==> src/rtl/lsu_mem_port.sv <==
// lsu_mem_port: load/store unit between the core's execute stage and the shared
// memory request/response channels. Handles lane alignment, byte strobes,
// load sign/zero extension and misaligned-access errors.
// Optional build macro LSU_MISALIGN_SPLIT_EN: unaligned accesses of legal size
// are performed, and bus-word crossings are split into two beats.
module lsu_mem_port #(
    parameter int DATA_WIDTH = 32,
    parameter int STRB_WIDTH = DATA_WIDTH / 8
) (
    input  logic                  clk,
    input  logic                  rst,
    input  logic                  req_valid,
    output logic                  req_ready,
    input  logic                  req_wen,
    input  logic [1:0]            req_size,
    input  logic                  req_unsigned,
    input  logic [31:0]           req_addr,
    input  logic [DATA_WIDTH-1:0] req_wdata,
    output logic                  resp_valid,
    input  logic                  resp_ready,
    output logic [DATA_WIDTH-1:0] resp_rdata,
    output logic                  resp_err,
    output logic [31:0]           Address,
    output logic                  MemWrite,
    output logic                  MemRead,
    output logic [DATA_WIDTH-1:0] Write_data,
    output logic [STRB_WIDTH-1:0] Write_strb,
    input  logic                  Mem_Req_Ready,
    input  logic [DATA_WIDTH-1:0] Read_data,
    input  logic                  Read_data_Valid,
    output logic                  Read_data_Ready
);
    localparam int OFF_W = $clog2(STRB_WIDTH);

`ifdef LSU_MISALIGN_SPLIT_EN
    typedef enum logic [2:0] {IDLE, REQ, RESP, DONE, REQ1, RESP1} state_t;
`else
    typedef enum logic [1:0] {IDLE, REQ, RESP, DONE} state_t;
`endif

    // Keep only the low (1<<size) bytes of d.
    function automatic logic [DATA_WIDTH-1:0] byte_keep(input logic [DATA_WIDTH-1:0] d,
                                                        input logic [1:0] size);
        logic [DATA_WIDTH-1:0] r;
        r = '0;
        for (int i = 0; i < STRB_WIDTH; i++)
            if (i < (1 << size)) r[8*i +: 8] = d[8*i +: 8];
        return r;
    endfunction

    // Truncate a lane-justified load to its size, then sign- or zero-extend.
    function automatic logic [DATA_WIDTH-1:0] extend_load(input logic [DATA_WIDTH-1:0] d,
                                                          input logic [1:0] size,
                                                          input logic uns);
        logic [DATA_WIDTH-1:0] r;
        logic                  s;
        r = byte_keep(d, size);
        case (size)
            2'd0:    s = d[7];
            2'd1:    s = d[15];
            2'd2:    s = d[31];
            default: s = 1'b0;
        endcase
        if (!uns)
            for (int i = 0; i < STRB_WIDTH; i++)
                if (i >= (1 << size)) r[8*i +: 8] = {8{s}};
        return r;
    endfunction

    state_t                state, state_nxt;
    logic                  wen_q, uns_q, err_q;
    logic [1:0]            size_q;
    logic [31:0]           addr_q;
    logic [DATA_WIDTH-1:0] wdata_q, rdata_q;
    logic [OFF_W-1:0]      off_q;
    logic [OFF_W+2:0]      lane_sh;
    logic [31:0]           base_addr;
    logic [3:0]            nbytes;
    logic                  req_bad;

    assign off_q     = addr_q[OFF_W-1:0];
    assign lane_sh   = {off_q, 3'b000};
    assign base_addr = {addr_q[31:OFF_W], {OFF_W{1'b0}}};
    assign nbytes    = 4'd1 << size_q;

`ifdef LSU_MISALIGN_SPLIT_EN
    logic [2*STRB_WIDTH-1:0] strb_w;
    logic [2*DATA_WIDTH-1:0] data_w;
    logic [DATA_WIDTH-1:0]   lo_q, rd_split;
    logic                    cross;

    assign req_bad  = (req_size == 2'd3) && (DATA_WIDTH != 64);
    assign strb_w   = (2*STRB_WIDTH)'((32'd1 << nbytes) - 32'd1) << off_q;
    assign data_w   = {{DATA_WIDTH{1'b0}}, byte_keep(wdata_q, size_q)} << lane_sh;
    assign cross    = (32'(off_q) + 32'(nbytes)) > 32'(STRB_WIDTH);
    assign rd_split = DATA_WIDTH'({Read_data, lo_q} >> lane_sh);
`else
    logic [OFF_W-1:0]      off_in, size_mask;
    logic [STRB_WIDTH-1:0] strb_n;
    logic [DATA_WIDTH-1:0] data_n;

    assign off_in    = req_addr[OFF_W-1:0];
    assign size_mask = OFF_W'((32'd1 << req_size) - 32'd1);
    assign req_bad   = ((req_size == 2'd3) && (DATA_WIDTH != 64)) || (|(off_in & size_mask));
    assign strb_n    = STRB_WIDTH'((32'd1 << nbytes) - 32'd1) << off_q;
    assign data_n    = byte_keep(wdata_q, size_q) << lane_sh;
`endif

    // State register plus captured request and registered response.
    always_ff @(posedge clk) begin
        if (rst) begin
            state   <= IDLE;
            wen_q   <= 1'b0;
            uns_q   <= 1'b0;
            err_q   <= 1'b0;
            size_q  <= 2'd0;
            addr_q  <= '0;
            wdata_q <= '0;
            rdata_q <= '0;
`ifdef LSU_MISALIGN_SPLIT_EN
            lo_q    <= '0;
`endif
        end else begin
            state <= state_nxt;
            if (state == IDLE && req_valid) begin
                wen_q   <= req_wen;
                uns_q   <= req_unsigned;
                size_q  <= req_size;
                addr_q  <= req_addr;
                wdata_q <= req_wdata;
                err_q   <= req_bad;
                rdata_q <= '0;
            end
            if (state == RESP && Read_data_Valid) begin
`ifdef LSU_MISALIGN_SPLIT_EN
                if (cross) lo_q <= Read_data;
                else       rdata_q <= extend_load(Read_data >> lane_sh, size_q, uns_q);
`else
                rdata_q <= extend_load(Read_data >> lane_sh, size_q, uns_q);
`endif
            end
`ifdef LSU_MISALIGN_SPLIT_EN
            if (state == RESP1 && Read_data_Valid)
                rdata_q <= extend_load(rd_split, size_q, uns_q);
`endif
        end
    end

    // Next-state logic and state-decoded outputs; everything idles at 0.
    always_comb begin
        state_nxt       = state;
        req_ready       = 1'b0;
        resp_valid      = 1'b0;
        resp_rdata      = '0;
        resp_err        = 1'b0;
        Address         = '0;
        MemRead         = 1'b0;
        MemWrite        = 1'b0;
        Write_data      = '0;
        Write_strb      = '0;
        Read_data_Ready = 1'b0;
        case (state)
            IDLE: begin
                req_ready = 1'b1;
                if (req_valid) state_nxt = req_bad ? DONE : REQ;
            end
            REQ: begin
                Address  = base_addr;
                MemRead  = ~wen_q;
                MemWrite = wen_q;
`ifdef LSU_MISALIGN_SPLIT_EN
                Write_data = data_w[DATA_WIDTH-1:0];
                Write_strb = strb_w[STRB_WIDTH-1:0];
                if (Mem_Req_Ready) state_nxt = (wen_q && cross) ? REQ1 : (wen_q ? DONE : RESP);
`else
                Write_data = data_n;
                Write_strb = strb_n;
                if (Mem_Req_Ready) state_nxt = wen_q ? DONE : RESP;
`endif
            end
            RESP: begin
                Read_data_Ready = 1'b1;
`ifdef LSU_MISALIGN_SPLIT_EN
                if (Read_data_Valid) state_nxt = cross ? REQ1 : DONE;
`else
                if (Read_data_Valid) state_nxt = DONE;
`endif
            end
            DONE: begin
                resp_valid = 1'b1;
                resp_rdata = rdata_q;
                resp_err   = err_q;
                if (resp_ready) state_nxt = IDLE;
            end
`ifdef LSU_MISALIGN_SPLIT_EN
            REQ1: begin
                Address    = base_addr + 32'(STRB_WIDTH);
                MemRead    = ~wen_q;
                MemWrite   = wen_q;
                Write_data = data_w[2*DATA_WIDTH-1:DATA_WIDTH];
                Write_strb = strb_w[2*STRB_WIDTH-1:STRB_WIDTH];
                if (Mem_Req_Ready) state_nxt = wen_q ? DONE : RESP1;
            end
            RESP1: begin
                Read_data_Ready = 1'b1;
                if (Read_data_Valid) state_nxt = DONE;
            end
`endif
            default: state_nxt = IDLE;
        endcase
    end
endmodule

==> config.mk <==
export PLATFORM = sky130hd
export DESIGN_NAME = lsu_mem_port
export DESIGN_NICKNAME = d
export VERILOG_FILES = /design/src/rtl/lsu_mem_port.sv
export SDC_FILE = /design/constraint.sdc
export NUM_CORES = 1
export LEC_CHECK = 0
export CORE_ASPECT_RATIO = 1.1
export CORE_UTILIZATION = 30
export CTS_CLUSTER_SIZE = 10
export DETAILED_ROUTE_END_ITERATION = 8
export PLACE_DENSITY = 0.68
export SLEW_MARGIN = 30
export SYNTH_ARGS = -nofsm -noshare
export SYNTH_HDL_FRONTEND = slang
export SYNTH_SLANG_ARGS = --single-unit
export TNS_END_PERCENT = 20
==> constraint.sdc <==
create_clock -name clk -period 2.4 [get_ports clk]
set_clock_uncertainty 0.05 [all_clocks]
set_input_delay 0.48 -clock clk [delete_from_list [all_inputs] [get_ports clk]]
set_output_delay 0.48 -clock clk [all_outputs]
set_load 0.005 [all_outputs]
==> After elaboration in Yosys (flattened, before gate mapping) <==
Index checks and enable logic that the tools add are counted.
Widths: inputs -> output; s select.
{ "op_classes": {"reduce_logical": 8, "n_eq_ne": 10, "addsub": 2, "n_lt_le_gt_ge": 8, "n_shift": 7, "bitwise_logic": 2, "n_mux": 33} }
{ "ops": {"columns": ["operator", "n"], "rows": [
  ["$mux 32", 6],
  ["$mux 8", 12],
  ["$ge 3x32->1 const A", 2],
  ["$lt 3x32->1 const A", 2],
  ["$ge 1x32->1 const A", 1],
  ["$ge 2x32->1 const A", 1],
  ["$lt 1x32->1 const A", 1],
  ["$lt 2x32->1 const A", 1],
  ["$shl 1x2->32 const A", 1],
  ["$shl 32x5->32", 1],
  ["$shr 32x5->32", 1],
  ["$mux 2", 5],
  ["$eq 2x2->1 const B", 4],
  ["$ne 2x2->1 const B", 4],
  ["$pmux 2 s4", 1],
  ["$mux 1", 7],
  ["$eq 2x1->1 const B", 2],
  ["$logic_not 2->1", 2],
  ["$mux 4", 1],
  ["$reduce_and 4->1", 1],
  ["$shl 1x2->4 const A", 1],
  ["$shl 1x4->4 const A", 1],
  ["$shl 4x2->4", 1],
  ["$sub 4x1->4 const B", 1],
  ["other kinds (9)", 10]
]} }
{ "word_totals": {"word_cells": 78, "register_bits": 103} }

==> Longest topological paths before layout <==
{ "depth": {"depth_word": 8, "ltp_mapped": 8, "ltp_nobuf": 6} }

==> Worst setup path after synthesis <==
No wires, ideal clock.
{ "synth_path": {"kind": "flip-flop to output port", "start": "register addr_q[1]", "end": "output Write_data[16]", "stages_incl_launch_ff": 7, "arrival_ns": 1.387, "slack_ns": 0.483, "required_time_ns": 1.870, "path_cell_list": "dfxtp_1 > buf_4 > buf_2 > clkbuf_1 > buf_2 > a221oi_1 > nor3_1"} }
{ "synth_between": {"elab_chain_cells": 2} }
{ "synth_rtl": {"columns": ["item", "line_no", "rtl"], "rows": [
  ["start: declaration", "73", "logic [31:0] addr_q;"],
  ["start signal: assignment", "129", "addr_q <= req_addr;"],
  ["$shl 32x5->32", "106", "assign data_n = byte_keep(wdata_q, size_q) << lane_sh;"],
  ["$mux 32", "162", "case (state)"],
  ["end: declaration", "26", "output logic [DATA_WIDTH-1:0] Write_data,"]
]} }
Every way passes these cells.

==> Worst setup path in the final report <==
{ "layout_path": {"start": "register state[1]", "end": "output Write_data[10]"} }
{ "layout_between": {"elab_chain_cells": 2} }
{ "layout_rtl": {"columns": ["item", "line_no", "rtl"], "rows": [
  ["start: declaration", "70", "state_t state, state_nxt;"],
  ["start signal: assignment", "124", "state <= state_nxt;"],
  ["$eq 2x1->1", "162", null],
  ["$mux 32", "162", null]
]} }
Every way passes these cells.

==> results <==
- In this run, CTS created clock tree buffers numbering 9.
- The launching element type of the critical path is a flop.
- STA puts the critical path data arrival time at 1.85 ns.
- The clock tree buffer depth is 2.
- The height of the die is 143.2 µm.
- The number of placement rows is 51.
- The count of final max-slew check failures came to 0.
- The mean number of vias per cell is 4.881.
- The number of failing hold endpoints at the final stage came to 0.
- The async set-or-reset flop fraction in the synthesized netlist is 0.
- The overall global routing resource usage is 0.2005.
- Setup repair after global routing could not meet its margin everywhere.
- The wire length of the first global-routing pass is 28720 µm.
- The area inside the core boundary is 0.01774 mm².
- For this configuration, the core starts out at a cell density of 0.3067.
- In this run the power density over the cells is 750.4 mW/mm².
- The final layout contains 1035 nets.
- In this run the worst hold path is classified as reg2reg.
- In the finished design, the share of the clock period the worst path needs comes to 0.9896.
- By startpoint and endpoint, the worst setup path is classified as reg2out.
- The number of filler instances in the final layout is 1774.
- The flow ran to the end, and the final reports show no timing, DRC or antenna violations.
- The clock slew at the register clock pins of the worst setup and hold paths is 0.07 ns.
- The post-route core utilization is 0.4818.
- Synthesis produced a netlist whose cell count is 719.
- The synthesized design contains 0 enable-type register cells.
- The dominant register cell in the synthesized netlist is dfxtp_1.
- The congestion estimate from routability-driven global placement came to 0.8343.
- Yosys printed 0 warnings.
- After clock tree synthesis, the flow added hold-fix buffers numbering 0.
- For this run, the register share of the synthesized area comes to 0.3790.
- Entering global routing, the biggest net connects 48 pins.
- The root buffer cell is clkbuf_16.
- The final critical-path setup slack is 0.02485 ns.
- The power consumption is 6.413 mW.
- Subtracting the final worst setup slack from the clock period gives 2.375 ns.
- Based on the critical path, the design can be clocked at up to 421.0 MHz.
- At the worst endpoint, the required time is 1.87 ns.
- The die width is 130.4 µm.
- STA classifies the critical path endpoint as a primary output.
- For this run the aggregate overflow at the end of global routing stands at 0.
- The most common library cell in the layout ignoring fill and taps is nand2_1.
- The detailed router placed 5691 vias in this run.
- Summed over all layers, the routed wires come to 18630 µm.
- In the final routed layout, each cell accounts on average for 15.98 µm.
- The clock latency on the worst-skew pair is 0.35 ns.
- The synthesized area divided by synthesized cell count is 7.566 µm².
- OpenSTA, run right after detailed placement, puts the worst setup slack at 0.05430 ns.
- From synthesis to final layout, the design area changed by 57.11%.
- The TritonCTS clock tree is built.
- For this design the top-level I/O count stands at 212.
- The first routing iteration left 403 violations.
- The clock net in this run drives a total of 103 sinks.
- The number of endpoints failing setup at the final stage is 0.
- In this run the cell area of the synthesized design comes to 0.005440 mm².
- The footprint of the flip-flops and latches is 0.002074 mm².
- The number of global-route vias before repair came to 5307.
- The leakage power of the design is 3.799 nW.
- The initial antenna violation count came to 1.
- The detail route stage leaves a number of antenna-violating nets equal to 0.
- The library cells used most frequently in the layout, excluding fill and tap cells, are nand2_1, clkdlybuf4s50_1, dfxtp_1.
- In the final layout, the share of cells above drive strength 1 is 0.1036.
- Synthesis inferred 103 register bits.
- The netlist uses 38 different library cells.
- Buffers placed on the I/O ports in this run total 209.
- The final HPWL from detailed placement is 13120 µm.
- The die covers 0.01868 mm².
- The area taken by multi-input logic gates is 0.003274 mm².
- The detailed-routing iteration count for the pre-antenna-repair pass is 4.
- In the routed design, unresolved DRC markers number 0.
- The peak fanout along the critical path is 9.
- The tool flagged a number of max-cap violations equal to 0.
- The peak supply drop is 422.4 µV.
- The H-tree depth is 3.
## where the power goes
part           internal, mW  total, mW  switching (mW)
clock                 0.850       1.49           0.637
sequential             2.04       2.27           0.231
combinational          1.21       2.65            1.44
## metal layers
metal | vias to the layer above | routed length (µm) | global-route usage
met4 | 0 | 435 | 0.08167
met1 | 2645 | 8333 | 0.2587
li1 | 2839 | - | -
met3 | 28 | 1017 | 0.03185
met2 | 179 | 8846 | 0.3309
met5 | - | 0 | 0
## Yosys cell counts (4+ instances only)
cell type / number / area [µm²]
nor2b_1: 35 / 219.0
buf_2: 13 / 65.06
a211o_1: 9 / 78.83
mux2i_1: 20 / 200.2
nor3_1: 10 / 50.05
nand2_1: 167 / 626.9
o21ai_0: 41 / 205.2
nor2_1: 23 / 86.33
and2_1: 81 / 506.7
mux2_2: 4 / 45.04
ha_1: 4 / 50.05
a22oi_1: 5 / 37.54
nand4_1: 7 / 43.79
a21oi_1: 87 / 435.4
a22o_1: 8 / 70.07
clkbuf_1: 40 / 150.1
o211ai_1: 4 / 30.03
a221oi_1: 9 / 78.83
nand2b_1: 13 / 81.33
a32oi_1: 8 / 70.07
dfxtp_1: 103 / 2062
## flip-flops by register name, summed over array words and instances, names as in the netlist
| signal | count |
|---|---|
| wen_q | 1 |
| wdata_q | 32 |
| uns_q | 1 |
| addr_q | 32 |
| rdata_q | 32 |
| state | 2 |
| err_q | 1 |
| size_q | 2 |
## logic make-up after synthesis
kind of cell,count (synthesis),synth area share
buffers and inverters,62,0.04922
muxes,25,0.04922
and+or+nand+nor,341,0.3084
AOI/OAI and AO/OA,183,0.2042
other,1,0.0006893
DFF,103,0.3790
adders and majority gates,4,0.009200
## area by class of cell
class                   count  area share
diodes                      1   0.0002928
clock buffers              12     0.03001
clock inverters             1    0.003513
inverters                   3    0.001318
multi-input cells         555      0.3831
flip-flops and latches    103      0.2427
well taps                 238     0.03484
repair buffers            253      0.3042
## stage by stage
| step | area (µm²) | hold slack, ns | TNS [ns] | std cells |
|---|---|---|---|---|
| after global routing | 8544 | 0.4202 | -0.4139 | 1165 |
| after global placement | 7899 | 0.3872 | 0 | 1142 |
| final | 8547 | 0.3985 | 0 | 1166 |
| after floorplan | 5444 | 0.3817 | 0 | 720 |
| after detailed placement | 7899 | 0.3918 | 0 | 1142 |
| after CTS | 8406 | 0.4016 | -0.2679 | 1164 |
## worst max-delay path: stages, from the launching register on
cell and delay, ns:
dfxtp_2 0.35, inv_2 0.08, ha_4 0.19, nand2b_1 0.10, buf_6 0.16, nor2b_1 0.10
clkdlybuf4s50_1 0.52
## path summary, 6_finish.rpt
| check | cells past startpoint | slack (ns) | start | end |
|---|---|---|---|---|
| worst min-delay path | 2 | 0.40 | addr_q[10] | addr_q[10] |
| worst max register to register | 8 | 0.40 | state[0] | rdata_q[5] |
| worst min register to register | 2 | 0.40 | addr_q[10] | addr_q[10] |
| worst max-delay path | 6 | 0.02 | state[1] | Write_data[10] |
## what timing repair did
action | in CTS | in global routing
setup endpoints to repair | 78 | 49
setup buffers | 8 | 1
gates cloned | 1 | 0
resized for setup | 67 | 41
pin swaps | 4 | 3
(Power assumes the default switching activity.)
